$ cat config.mk
export PLATFORM = sky130hd
export DESIGN_NAME = apb_req_arbiter_flat
export DESIGN_NICKNAME = d
export VERILOG_FILES = /design/src/rtl/apb_req_arbiter_if.sv /design/src/rtl/apb_req_arbiter.sv /design/src/flat_wrapper.sv
export SDC_FILE = /design/constraint.sdc
export NUM_CORES = 1
export LEC_CHECK = 0
export BUFFER_PORTS_ARGS = -buffer_cell sky130_fd_sc_hd__clkbuf_2
export CAP_MARGIN = 10
export CORE_AREA = 10 10 94 96
export DETAILED_ROUTE_END_ITERATION = 12
export DIE_AREA = 0 0 104 106
export SYNTH_ARGS = -nofsm -noshare
export SYNTH_HDL_FRONTEND = slang
export SYNTH_SLANG_ARGS = --single-unit
$ cat constraint.sdc
create_clock -name PCLK -period 2.1 [get_ports PCLK]
set_clock_uncertainty 0.2 [all_clocks]
set_input_delay 0.21 -clock PCLK [delete_from_list [all_inputs] [get_ports PCLK]]
set_output_delay 0.21 -clock PCLK [all_outputs]
set_load 0.01 [all_outputs]
$ cat src/rtl/apb_req_arbiter_if.sv
// rtl/apb_req_arbiter_if.sv - requester and APB-master signal bundle for apb_req_arbiter
interface apb_req_arbiter_if #(
  parameter int ADDR_W = 9,
  parameter int DATA_W = 8
);
  logic [1:0]          REQ;
  logic [1:0]          REQ_WR;
  logic [2*ADDR_W-1:0] REQ_ADDR;
  logic [2*DATA_W-1:0] REQ_WDATA;
  logic [1:0]          GNT;
  logic [1:0]          DONE;
  logic                ERR;
  logic [DATA_W-1:0]   RD_DATA;
  logic                TX;
  logic                APB_SWRITE;
  logic [ADDR_W-1:0]   APB_SLV_PADDR;
  logic [DATA_W-1:0]   APB_PWDATA;
  logic                PSEL;
  logic                PENABLE;
  logic                PREADY;
  logic [DATA_W-1:0]   PRDATA;

  modport slave (
    input  REQ, REQ_WR, REQ_ADDR, REQ_WDATA, PSEL, PENABLE, PREADY, PRDATA,
    output GNT, DONE, ERR, RD_DATA, TX, APB_SWRITE, APB_SLV_PADDR, APB_PWDATA
  );

  modport master (
    output REQ, REQ_WR, REQ_ADDR, REQ_WDATA, PSEL, PENABLE, PREADY, PRDATA,
    input  GNT, DONE, ERR, RD_DATA, TX, APB_SWRITE, APB_SLV_PADDR, APB_PWDATA
  );
endinterface

$ cat src/rtl/apb_req_arbiter.sv
// rtl/apb_req_arbiter.sv - two-requester round-robin sequencer for a shared APB master port
module apb_req_arbiter #(
  parameter int ADDR_W  = 9,
  parameter int DATA_W  = 8,
  parameter int TIMEOUT = 16
) (
  input  logic              PCLK,
  input  logic              RST_N,
  apb_req_arbiter_if.slave  bus
);
  typedef enum logic [1:0] {S_IDLE, S_LAUNCH, S_BUSY, S_RESP} state_t;

  localparam logic [7:0] TMO_LAST = 8'(TIMEOUT - 1);

  state_t            r_state;
  logic [7:0]        r_cnt;
  logic              r_last;
  logic              r_win;
  logic [1:0]        r_gnt;
  logic [1:0]        r_done;
  logic              r_err;
  logic [DATA_W-1:0] r_rd_data;
  logic              r_tx;
  logic              r_swrite;
  logic [ADDR_W-1:0] r_paddr;
  logic [DATA_W-1:0] r_pwdata;

  logic              w_win;
  logic              w_cmpl;
  logic              w_tmo;
  logic [ADDR_W-1:0] w_addr;
  logic [DATA_W-1:0] w_wdata;

  // On a tie the requester that did not win last time gets the bus.
  assign w_win   = (bus.REQ == 2'b11) ? ~r_last : bus.REQ[1];
  assign w_addr  = w_win ? bus.REQ_ADDR[2*ADDR_W-1:ADDR_W] : bus.REQ_ADDR[ADDR_W-1:0];
  assign w_wdata = w_win ? bus.REQ_WDATA[2*DATA_W-1:DATA_W] : bus.REQ_WDATA[DATA_W-1:0];
  assign w_cmpl  = bus.PSEL & bus.PENABLE & bus.PREADY;
  assign w_tmo   = (r_cnt == TMO_LAST);

  always_ff @(posedge PCLK or negedge RST_N) begin
    if (!RST_N) begin
      r_state   <= S_IDLE;
      r_cnt     <= '0;
      r_last    <= 1'b1;
      r_win     <= 1'b0;
      r_gnt     <= '0;
      r_done    <= '0;
      r_err     <= 1'b0;
      r_rd_data <= '0;
      r_tx      <= 1'b0;
      r_swrite  <= 1'b0;
      r_paddr   <= '0;
      r_pwdata  <= '0;
    end else begin
      case (r_state)
        S_IDLE: begin
          if (|bus.REQ) begin
            r_win    <= w_win;
            r_gnt    <= w_win ? 2'b10 : 2'b01;
            r_swrite <= bus.REQ_WR[w_win];
            r_paddr  <= w_addr;
            r_pwdata <= w_wdata;
            r_tx     <= 1'b1;
            r_state  <= S_LAUNCH;
          end
        end
        S_LAUNCH: begin
          r_tx    <= 1'b0;
          r_cnt   <= '0;
          r_state <= S_BUSY;
        end
        S_BUSY: begin
          // Completion is tested first so a late PREADY on the last cycle still succeeds.
          if (w_cmpl) begin
            if (!r_swrite) r_rd_data <= bus.PRDATA;
            r_err   <= 1'b0;
            r_done  <= r_gnt;
            r_state <= S_RESP;
          end else if (w_tmo) begin
            r_err   <= 1'b1;
            r_done  <= r_gnt;
            r_state <= S_RESP;
          end else begin
            r_cnt <= r_cnt + 8'd1;
          end
        end
        S_RESP: begin
          r_done  <= '0;
          r_gnt   <= '0;
          r_last  <= r_win;
          r_state <= S_IDLE;
        end
        default: r_state <= S_IDLE;
      endcase
    end
  end

  assign bus.GNT           = r_gnt;
  assign bus.DONE          = r_done;
  assign bus.ERR           = r_err;
  assign bus.RD_DATA       = r_rd_data;
  assign bus.TX            = r_tx;
  assign bus.APB_SWRITE    = r_swrite;
  assign bus.APB_SLV_PADDR = r_paddr;
  assign bus.APB_PWDATA    = r_pwdata;
endmodule

$ cat src/flat_wrapper.sv
// flat-port wrapper written by rule: the top's interface ports become plain ports
module apb_req_arbiter_flat 
#(
  parameter int ADDR_W  = 9,
  parameter int DATA_W  = 8,
  parameter int TIMEOUT = 16
)
  (PCLK, RST_N, bus_REQ, bus_REQ_WR, bus_REQ_ADDR, bus_REQ_WDATA, bus_PSEL, bus_PENABLE, bus_PREADY, bus_PRDATA, bus_GNT, bus_DONE, bus_ERR, bus_RD_DATA, bus_TX, bus_APB_SWRITE, bus_APB_SLV_PADDR, bus_APB_PWDATA);
  apb_req_arbiter_if #(.ADDR_W(ADDR_W), .DATA_W(DATA_W)) bus_i ();
  input  logic PCLK;
  input  logic RST_N;
  input wire logic [$bits(bus_i.REQ)-1:0] bus_REQ;
  input wire logic [$bits(bus_i.REQ_WR)-1:0] bus_REQ_WR;
  input wire logic [$bits(bus_i.REQ_ADDR)-1:0] bus_REQ_ADDR;
  input wire logic [$bits(bus_i.REQ_WDATA)-1:0] bus_REQ_WDATA;
  input wire logic [$bits(bus_i.PSEL)-1:0] bus_PSEL;
  input wire logic [$bits(bus_i.PENABLE)-1:0] bus_PENABLE;
  input wire logic [$bits(bus_i.PREADY)-1:0] bus_PREADY;
  input wire logic [$bits(bus_i.PRDATA)-1:0] bus_PRDATA;
  output wire logic [$bits(bus_i.GNT)-1:0] bus_GNT;
  output wire logic [$bits(bus_i.DONE)-1:0] bus_DONE;
  output wire logic [$bits(bus_i.ERR)-1:0] bus_ERR;
  output wire logic [$bits(bus_i.RD_DATA)-1:0] bus_RD_DATA;
  output wire logic [$bits(bus_i.TX)-1:0] bus_TX;
  output wire logic [$bits(bus_i.APB_SWRITE)-1:0] bus_APB_SWRITE;
  output wire logic [$bits(bus_i.APB_SLV_PADDR)-1:0] bus_APB_SLV_PADDR;
  output wire logic [$bits(bus_i.APB_PWDATA)-1:0] bus_APB_PWDATA;
  assign bus_i.REQ = bus_REQ;
  assign bus_i.REQ_WR = bus_REQ_WR;
  assign bus_i.REQ_ADDR = bus_REQ_ADDR;
  assign bus_i.REQ_WDATA = bus_REQ_WDATA;
  assign bus_i.PSEL = bus_PSEL;
  assign bus_i.PENABLE = bus_PENABLE;
  assign bus_i.PREADY = bus_PREADY;
  assign bus_i.PRDATA = bus_PRDATA;
  assign bus_GNT = bus_i.GNT;
  assign bus_DONE = bus_i.DONE;
  assign bus_ERR = bus_i.ERR;
  assign bus_RD_DATA = bus_i.RD_DATA;
  assign bus_TX = bus_i.TX;
  assign bus_APB_SWRITE = bus_i.APB_SWRITE;
  assign bus_APB_SLV_PADDR = bus_i.APB_SLV_PADDR;
  assign bus_APB_PWDATA = bus_i.APB_PWDATA;
  apb_req_arbiter #(.ADDR_W(ADDR_W), .DATA_W(DATA_W), .TIMEOUT(TIMEOUT)) u_core (.PCLK(PCLK), .RST_N(RST_N), .bus(bus_i));
endmodule
==> impl_metrics.yaml, run 1 <==
power_and_ir_drop:
  pwr-share-clk_pct: 14.1
  power_switching_w: 0.00146
  p_leak_nw: 1.56
  pwr-share-comb_pct: 46.8
  ir_drop_mv: 0.579
  powerDensity_nw_per_um2: 1140
  p_int_w: 0.00221
  seq_power_share_pct: 39.1
  switching_share_pct: 39.7
setup_path:
  crit_path_start_kind: "flop"
  slowest_stage: "dfrtp_1"
  required_ns: 2.09
  cp_max_fo: 6
  critPathKind: "reg2reg"
  worst-path-buf-inv: 0
  cp.depth: 5
  cp_top_family: "simple AND/OR/NAND/NOR gates"
  crit_path_end_kind: "flop"
  path_cells: "ha_1, nor2b_1, and4_1, nor2_2, a311oi_2"
  critPathArrivalTime_ns: 1.97
  reg2reg_depth: 5
  cpPeakStageDelay_ns: 0.45
global_routing:
  grt_first_pass_wirelength_um: 10300
  antenna_found_initial: 0
  grt-ovfl-total: 0
  grt_util_all_layers_pct: 11.0
  grt_max_degree: 31
  grt_pass1_vias: 2173
clocking:
  cts_tree: "done"
  worstSkewPairLatency_ns: 0.29
  htreeDepth: 2
  cts_root_buf: "clkbuf_8"
  cts_resized: 0
  path_clk_slew_ns: 0.09
  ctsLongestPathBuffers: 2
  cts_made_buffers: 5
  cts_sinks: 44
synthesis:
  synth_compound_area_share_pct: 13.4
  synthXorXnorAreaFrac_pct: 0
  syn_area_per_cell_um2: 10.6
  muxShareOfSynthArea_pct: 12.4
  synth_top_family_by_area: "simple AND/OR/NAND/NOR gates"
  synthesis.area_um2: 2200
  synthAdderAreaFrac_pct: 3.41
  syn-num-nets: 265
  synth_area_leaders: "dfrtp_1 (49%), mux2i_1 (7.3%), nand2_1 (4.8%)"
  yosysWarningCount: 0
  yosysTopAreaCellShare_pct: 48.9
  seq_area_frac_synth_pct: 50.1
  syn_inst: 208
  ys_types: 42
  yosysTopAreaCell: "dfrtp_1"
  ys_ff_latch: 44
  yosys.area_share.simple_pct: 16.8
floorplanning:
  rows: 31
  die_area_um2: 11000
  design.core.area_um2: 7060
  num_io_pins: 83
  start_util_pct: 31.1
  die_w_um: 104
  die_h_um: 106
timing:
  hold_violations: 1
  fmax_mhz: 506
  setup-tns-final_ns: 0
  final-setup-viol-count: 0
  rsz0062_at_grt: "no"
  post-route-min-period_ns: 1.98
  whs_ns: -0.000971
  maxSlewHeadroom_pct: 77.9
  min_period_over_period_pct: 94.0
  slew_viol_final: 0
  worstMarginPinSlew_ns: 0.327
route:
  wire_per_inst_um: 14.2
  drt.antenna.violating_nets: 0
  routed_wl_um: 6130
  dr.first_iter.drc_count: 68
  drt-pass1-iter-count: 4
  vias_per_cell: 4.64
  drcViolationCount: 0
  num_vias: 2008
final_layout:
  n_antenna_cell: 0
  drive_gt1_share_pct: 34.4
  final_common_cell: "clkbuf_2"
  fill_cells: 698
  mostFrequentLayoutCells: "clkbuf_2 (82), dfrtp_1 (43), dlygate4sd3_1 (38), nand2_1 (28)"
  stdcell_count: 433
  ff_latch_area_um2: 1100
  area_delta_synth_final_pct: 46.3
  fin_nets: 390
  multi_input_area_um2: 1020
min_path:
  hold_depth: 3
  worst_hold_path_type: "in2reg"
status:
  violations: "hold timing"
  status: "finished, violations left"
flow_run:
  maxCapViolations: 0
placement:
  hpwl_um: 4370
  dp.cells: 387
  io_buffers: 82
  place.gp.congestion: 0.723
[tightest hold or removal path: cells and delay by family]
kind	cells	cell delay, ns
mux	1	0.05
buf+inv	1	0.07
compound gates	1	0.12
[routing by layer]
metal | vias to the layer above | part of all wire [%] | global-route usage (%)
met1 | 947 | 41 | 11.8
met4 | 0 | 0.60 | 3.08
met3 | 4 | 7.5 | 4.47
met5 | - | 0 | 0
met2 | 64 | 51 | 19.7
li1 | 993 | - | -
[final cells by class]
type,count,share of cell area (%)
Inverter,8,0.933
Multi-Input combinational cell,146,31.6
Clock inverter,1,0.156
Timing Repair Buffer,128,26.8
Clock buffer,7,2.37
Sequential cell,44,34.3
Tap cell,99,3.85
[logic make-up (layout without fill, tap and decap cells)]
kind of cell | Yosys count | in the layout
buffers and inverters | 18 | 144
DFF | 44 | 44
and+or+nand+nor | 70 | 70
adders and majority gates | 6 | 6
muxes | 26 | 26
AOI/OAI and AO/OA | 44 | 44
[flip-flops by register name, indices dropped and copies added, names as in the netlist]
register and count:
u_core.bus.APB_PWDATA 8, u_core.bus.APB_SLV_PADDR 9, u_core.bus.APB_SWRITE 1, u_core.bus.DONE 2
u_core.bus.ERR 1, u_core.bus.GNT 2, u_core.bus.RD_DATA 8, u_core.bus.TX 1
u_core.r_cnt 8, u_core.r_last 1, u_core.r_state 2, u_core.r_win 1
[cell usage after synthesis, drive strengths merged]
library cell,instances
nor2b,7
dfrtp,43
o211ai,4
nor4,2
a31oi,1
a222oi,3
or3,1
o21ai,22
o41ai,1
a21oi,5
buf,4
clkbuf,6
a21o,1
nor3,6
a311o,3
o31ai,1
and4,1
ha,6
and2,2
a211oi,1
inv,8
and3,2
mux2,10
mux2i,16
nor4b,1
nor2,9
nand4,6
dfstp,1
nand3,4
nand2b,1
a21boi,1
nand2,28
a311oi,1
[power by group through the flow]
stage	Combinational, W	Clock (W)	Sequential, W
after floorplan	0.000872	0	0.00155
after global placement	0.00163	0	0.00143
after detailed placement	0.00166	0	0.00144
after CTS	0.00174	0.000539	0.00143
after global routing	0.00191	0.000574	0.00148
final	0.00172	0.000517	0.00143
[stage by stage]
step	utilization [%]	hold slack, ns	total power (W)	setup WS, ns	area, µm²
CTS	45.6	0.000204	0.00371	0.175	3220
global route	45.6	0.0121	0.00396	0.0240	3220
floorplan	-	-0.286	0.00243	0.288	2200
global placement	39.0	-0.0985	0.00307	0.232	2760
finish	45.6	-0.000971	0.00367	0.125	3220
detailed placement	39.0	-0.0945	0.00310	0.202	2760
[timing repair]
item	CTS	global route
buffers inserted	0	0
hold endpoints to repair	66	0
hold buffers	38	0
[worst paths after layout]
path                                                       from                                      end  slack, ns
min in group asynchronous                                 RST_N              u_core.r_cnt[4]$_DFFE_PN0P_       0.13
max in group asynchronous                                 RST_N        u_core.bus.RD_DATA[1]$_DFFE_PN0P_       0.98
max                                 u_core.r_cnt[0]$_DFFE_PN0P_            u_core.r_state[0]$_DFFE_PN0P_       0.12
min                                             bus_REQ_ADDR[4]  u_core.bus.APB_SLV_PADDR[4]$_DFFE_PN0P_     -0.001
max reg2reg                         u_core.r_cnt[0]$_DFFE_PN0P_            u_core.r_state[0]$_DFFE_PN0P_       0.12
min reg2reg                u_core.bus.APB_PWDATA[3]$_DFFE_PN0P_     u_core.bus.APB_PWDATA[3]$_DFFE_PN0P_       0.29
Power figures use the tool's default switching activity.
==> inputs of run 2 (changes only) <==
==> constraint.sdc (replaced) <==
create_clock -name PCLK -period 2.1 [get_ports PCLK]
set_clock_uncertainty 0.2 [all_clocks]
set_input_delay 0.105 -clock PCLK [delete_from_list [all_inputs] [get_ports PCLK]]
set_output_delay 0.105 -clock PCLK [all_outputs]
set_load 0.01 [all_outputs]
==> impl_metrics.yaml, run 2 (synthesis gave the netlist of run 1 again) <==
timing:
  fmax_mhz: 509
  worstMarginPinSlew_ns: 0.578
  final-setup-viol-count: 0
  slew_viol_final: 0
  rsz0062_at_grt: "no"
  min_period_over_period_pct: 93.5
  setup_slack_ns: 0.136
  hold_violations: 0
  post-route-min-period_ns: 1.96
  setup-tns-final_ns: 0
  maxSlewHeadroom_pct: 61.5
flow_run:
  maxCapViolations: 0
floorplanning:
  design.core.area_um2: 7060
  num_io_pins: 83
  rows: 31
  start_util_pct: 31.1
  die_h_um: 106
  die_area_um2: 11000
  die_w_um: 104
route:
  drcViolationCount: 0
  drt-pass1-iter-count: 4
  vias_per_cell: 4.67
  drt.antenna.violating_nets: 0
  routed_wl_um: 6440
  dr.first_iter.drc_count: 34
  num_vias: 2066
  wire_per_inst_um: 14.6
setup_path:
  required_ns: 2.09
  crit_path_start_kind: "flop"
  critPathArrivalTime_ns: 1.95
  crit_path_end_kind: "flop"
  critPathKind: "reg2reg"
  cp_max_fo: 8
clocking:
  cts_tree: "done"
  worstSkewPairLatency_ns: 0.30
  ctsLongestPathBuffers: 2
  path_clk_slew_ns: 0.09
  cts_made_buffers: 5
  htreeDepth: 2
  postCtsSetupBuffers: 0
  cts_sinks: 44
  cts_root_buf: "clkbuf_8"
final_layout:
  n_antenna_cell: 0
  fill_cells: 688
  final_common_cell: "clkbuf_2"
  fin_nets: 399
  mostFrequentLayoutCells: "clkbuf_2 (81), dlygate4sd3_1 (46), dfrtp_1 (43), nand2_1 (28), o21ai_1 (16)"
  area_delta_synth_final_pct: 54.0
  drive_gt1_share_pct: 34.7
  largest_register_ffs: 9
placement:
  place.gp.congestion: 0.745
  hpwl_um: 4260
  dp_slack_ns: 0.187
  io_buffers: 82
power_and_ir_drop:
  powerDensity_nw_per_um2: 1160
  p_leak_nw: 1.64
  ir_drop_mv: 0.628
global_routing:
  grt_util_all_layers_pct: 11.6
  grt_first_pass_wirelength_um: 10700
  grt_pass1_vias: 2192
  antenna_found_initial: 0
  grt_max_degree: 45
  grt-ovfl-total: 0
status:
  status: "completed"
min_path:
  worst_hold_path_type: "in2reg"
[run 2: power breakdown]
part | internal, W | switching [W] | leakage, nW | total, W
Combinational | 0.000810 | 0.000959 | 1.02 | 0.00177
Sequential | 0.00121 | 0.000226 | 0.559 | 0.00143
Clock | 0.000420 | 0.000296 | 0.0645 | 0.000717
Total | 0.00244 | 0.00148 | 1.64 | 0.00392
[run 2: layout make-up]
| type | instances | area [µm²] | share of cell area (%) |
|---|---|---|---|
| clock buffers | 7 | 96.3 | 2.85 |
| clock inverters | 1 | 30.0 | 0.887 |
| inverters | 8 | 30.0 | 0.887 |
| multi-input cells | 146 | 1030 | 30.5 |
| flip-flops and latches | 44 | 1100 | 32.6 |
| well taps | 99 | 124 | 3.66 |
| repair buffers | 137 | 971 | 28.7 |
[run 2: worst max-delay path, cell delays in order, from the launching register on]
cell and delay (ns):
dfstp_2 0.39, a21boi_4 0.20, buf_8 0.18, mux2i_2 0.23, dlygate4sd3_1 0.59, o21ai_1 0.06
[run 2: through the flow]
stage          area, µm²  total power [W]  hold WS (ns)  utilization (%)  std cells
4_1_cts             3340          0.00393         0.105             47.3        442
6_report            3380          0.00392         0.119             47.9        442
2_1_floorplan       2200          0.00243        -0.391                -        208
3_5_place_dp        2740          0.00310        0.0289             38.9        387
3_3_place_gp        2740          0.00307        0.0269             38.9        387
5_1_grt             3380          0.00425         0.145             47.9        442
[run 2: routing by layer]
| metal | share of wire [%] | track usage, % | vias to the layer above |
|---|---|---|---|
| li1 | - | - | 1012 |
| met1 | 39 | 11.9 | 972 |
| met2 | 52 | 21.3 | 71 |
| met3 | 7.5 | 4.89 | 11 |
| met4 | 1.3 | 2.88 | 0 |
| met5 | 0 | 0 | - |
[run 2: repair_timing]
action,4_1_cts,5_1_grt
gates resized for setup,0,6
hold buffers,47,0
endpoints found under the setup margin,0,14
hold endpoints to repair,72,0
[run 2: final timing paths]
path	startpoint	to	slack, ns	depth (start not counted)
setup / recovery	u_core.r_last$_DFFE_PN1P_	u_core.bus.APB_PWDATA[3]$_DFFE_PN0P_	0.14	5
hold / removal	bus_REQ[0]	u_core.bus.GNT[0]$_DFFE_PN0P_	0.12	3
setup reg to reg	u_core.r_last$_DFFE_PN1P_	u_core.bus.APB_PWDATA[3]$_DFFE_PN0P_	0.14	5
hold reg to reg	u_core.r_win$_DFFE_PN0P_	u_core.r_win$_DFFE_PN0P_	0.28	1
max in group asynchronous	RST_N	u_core.bus.APB_PWDATA[4]$_DFFE_PN0P_	1.08	3
min in group asynchronous	RST_N	u_core.bus.APB_SLV_PADDR[6]$_DFFE_PN0P_	0.23	3
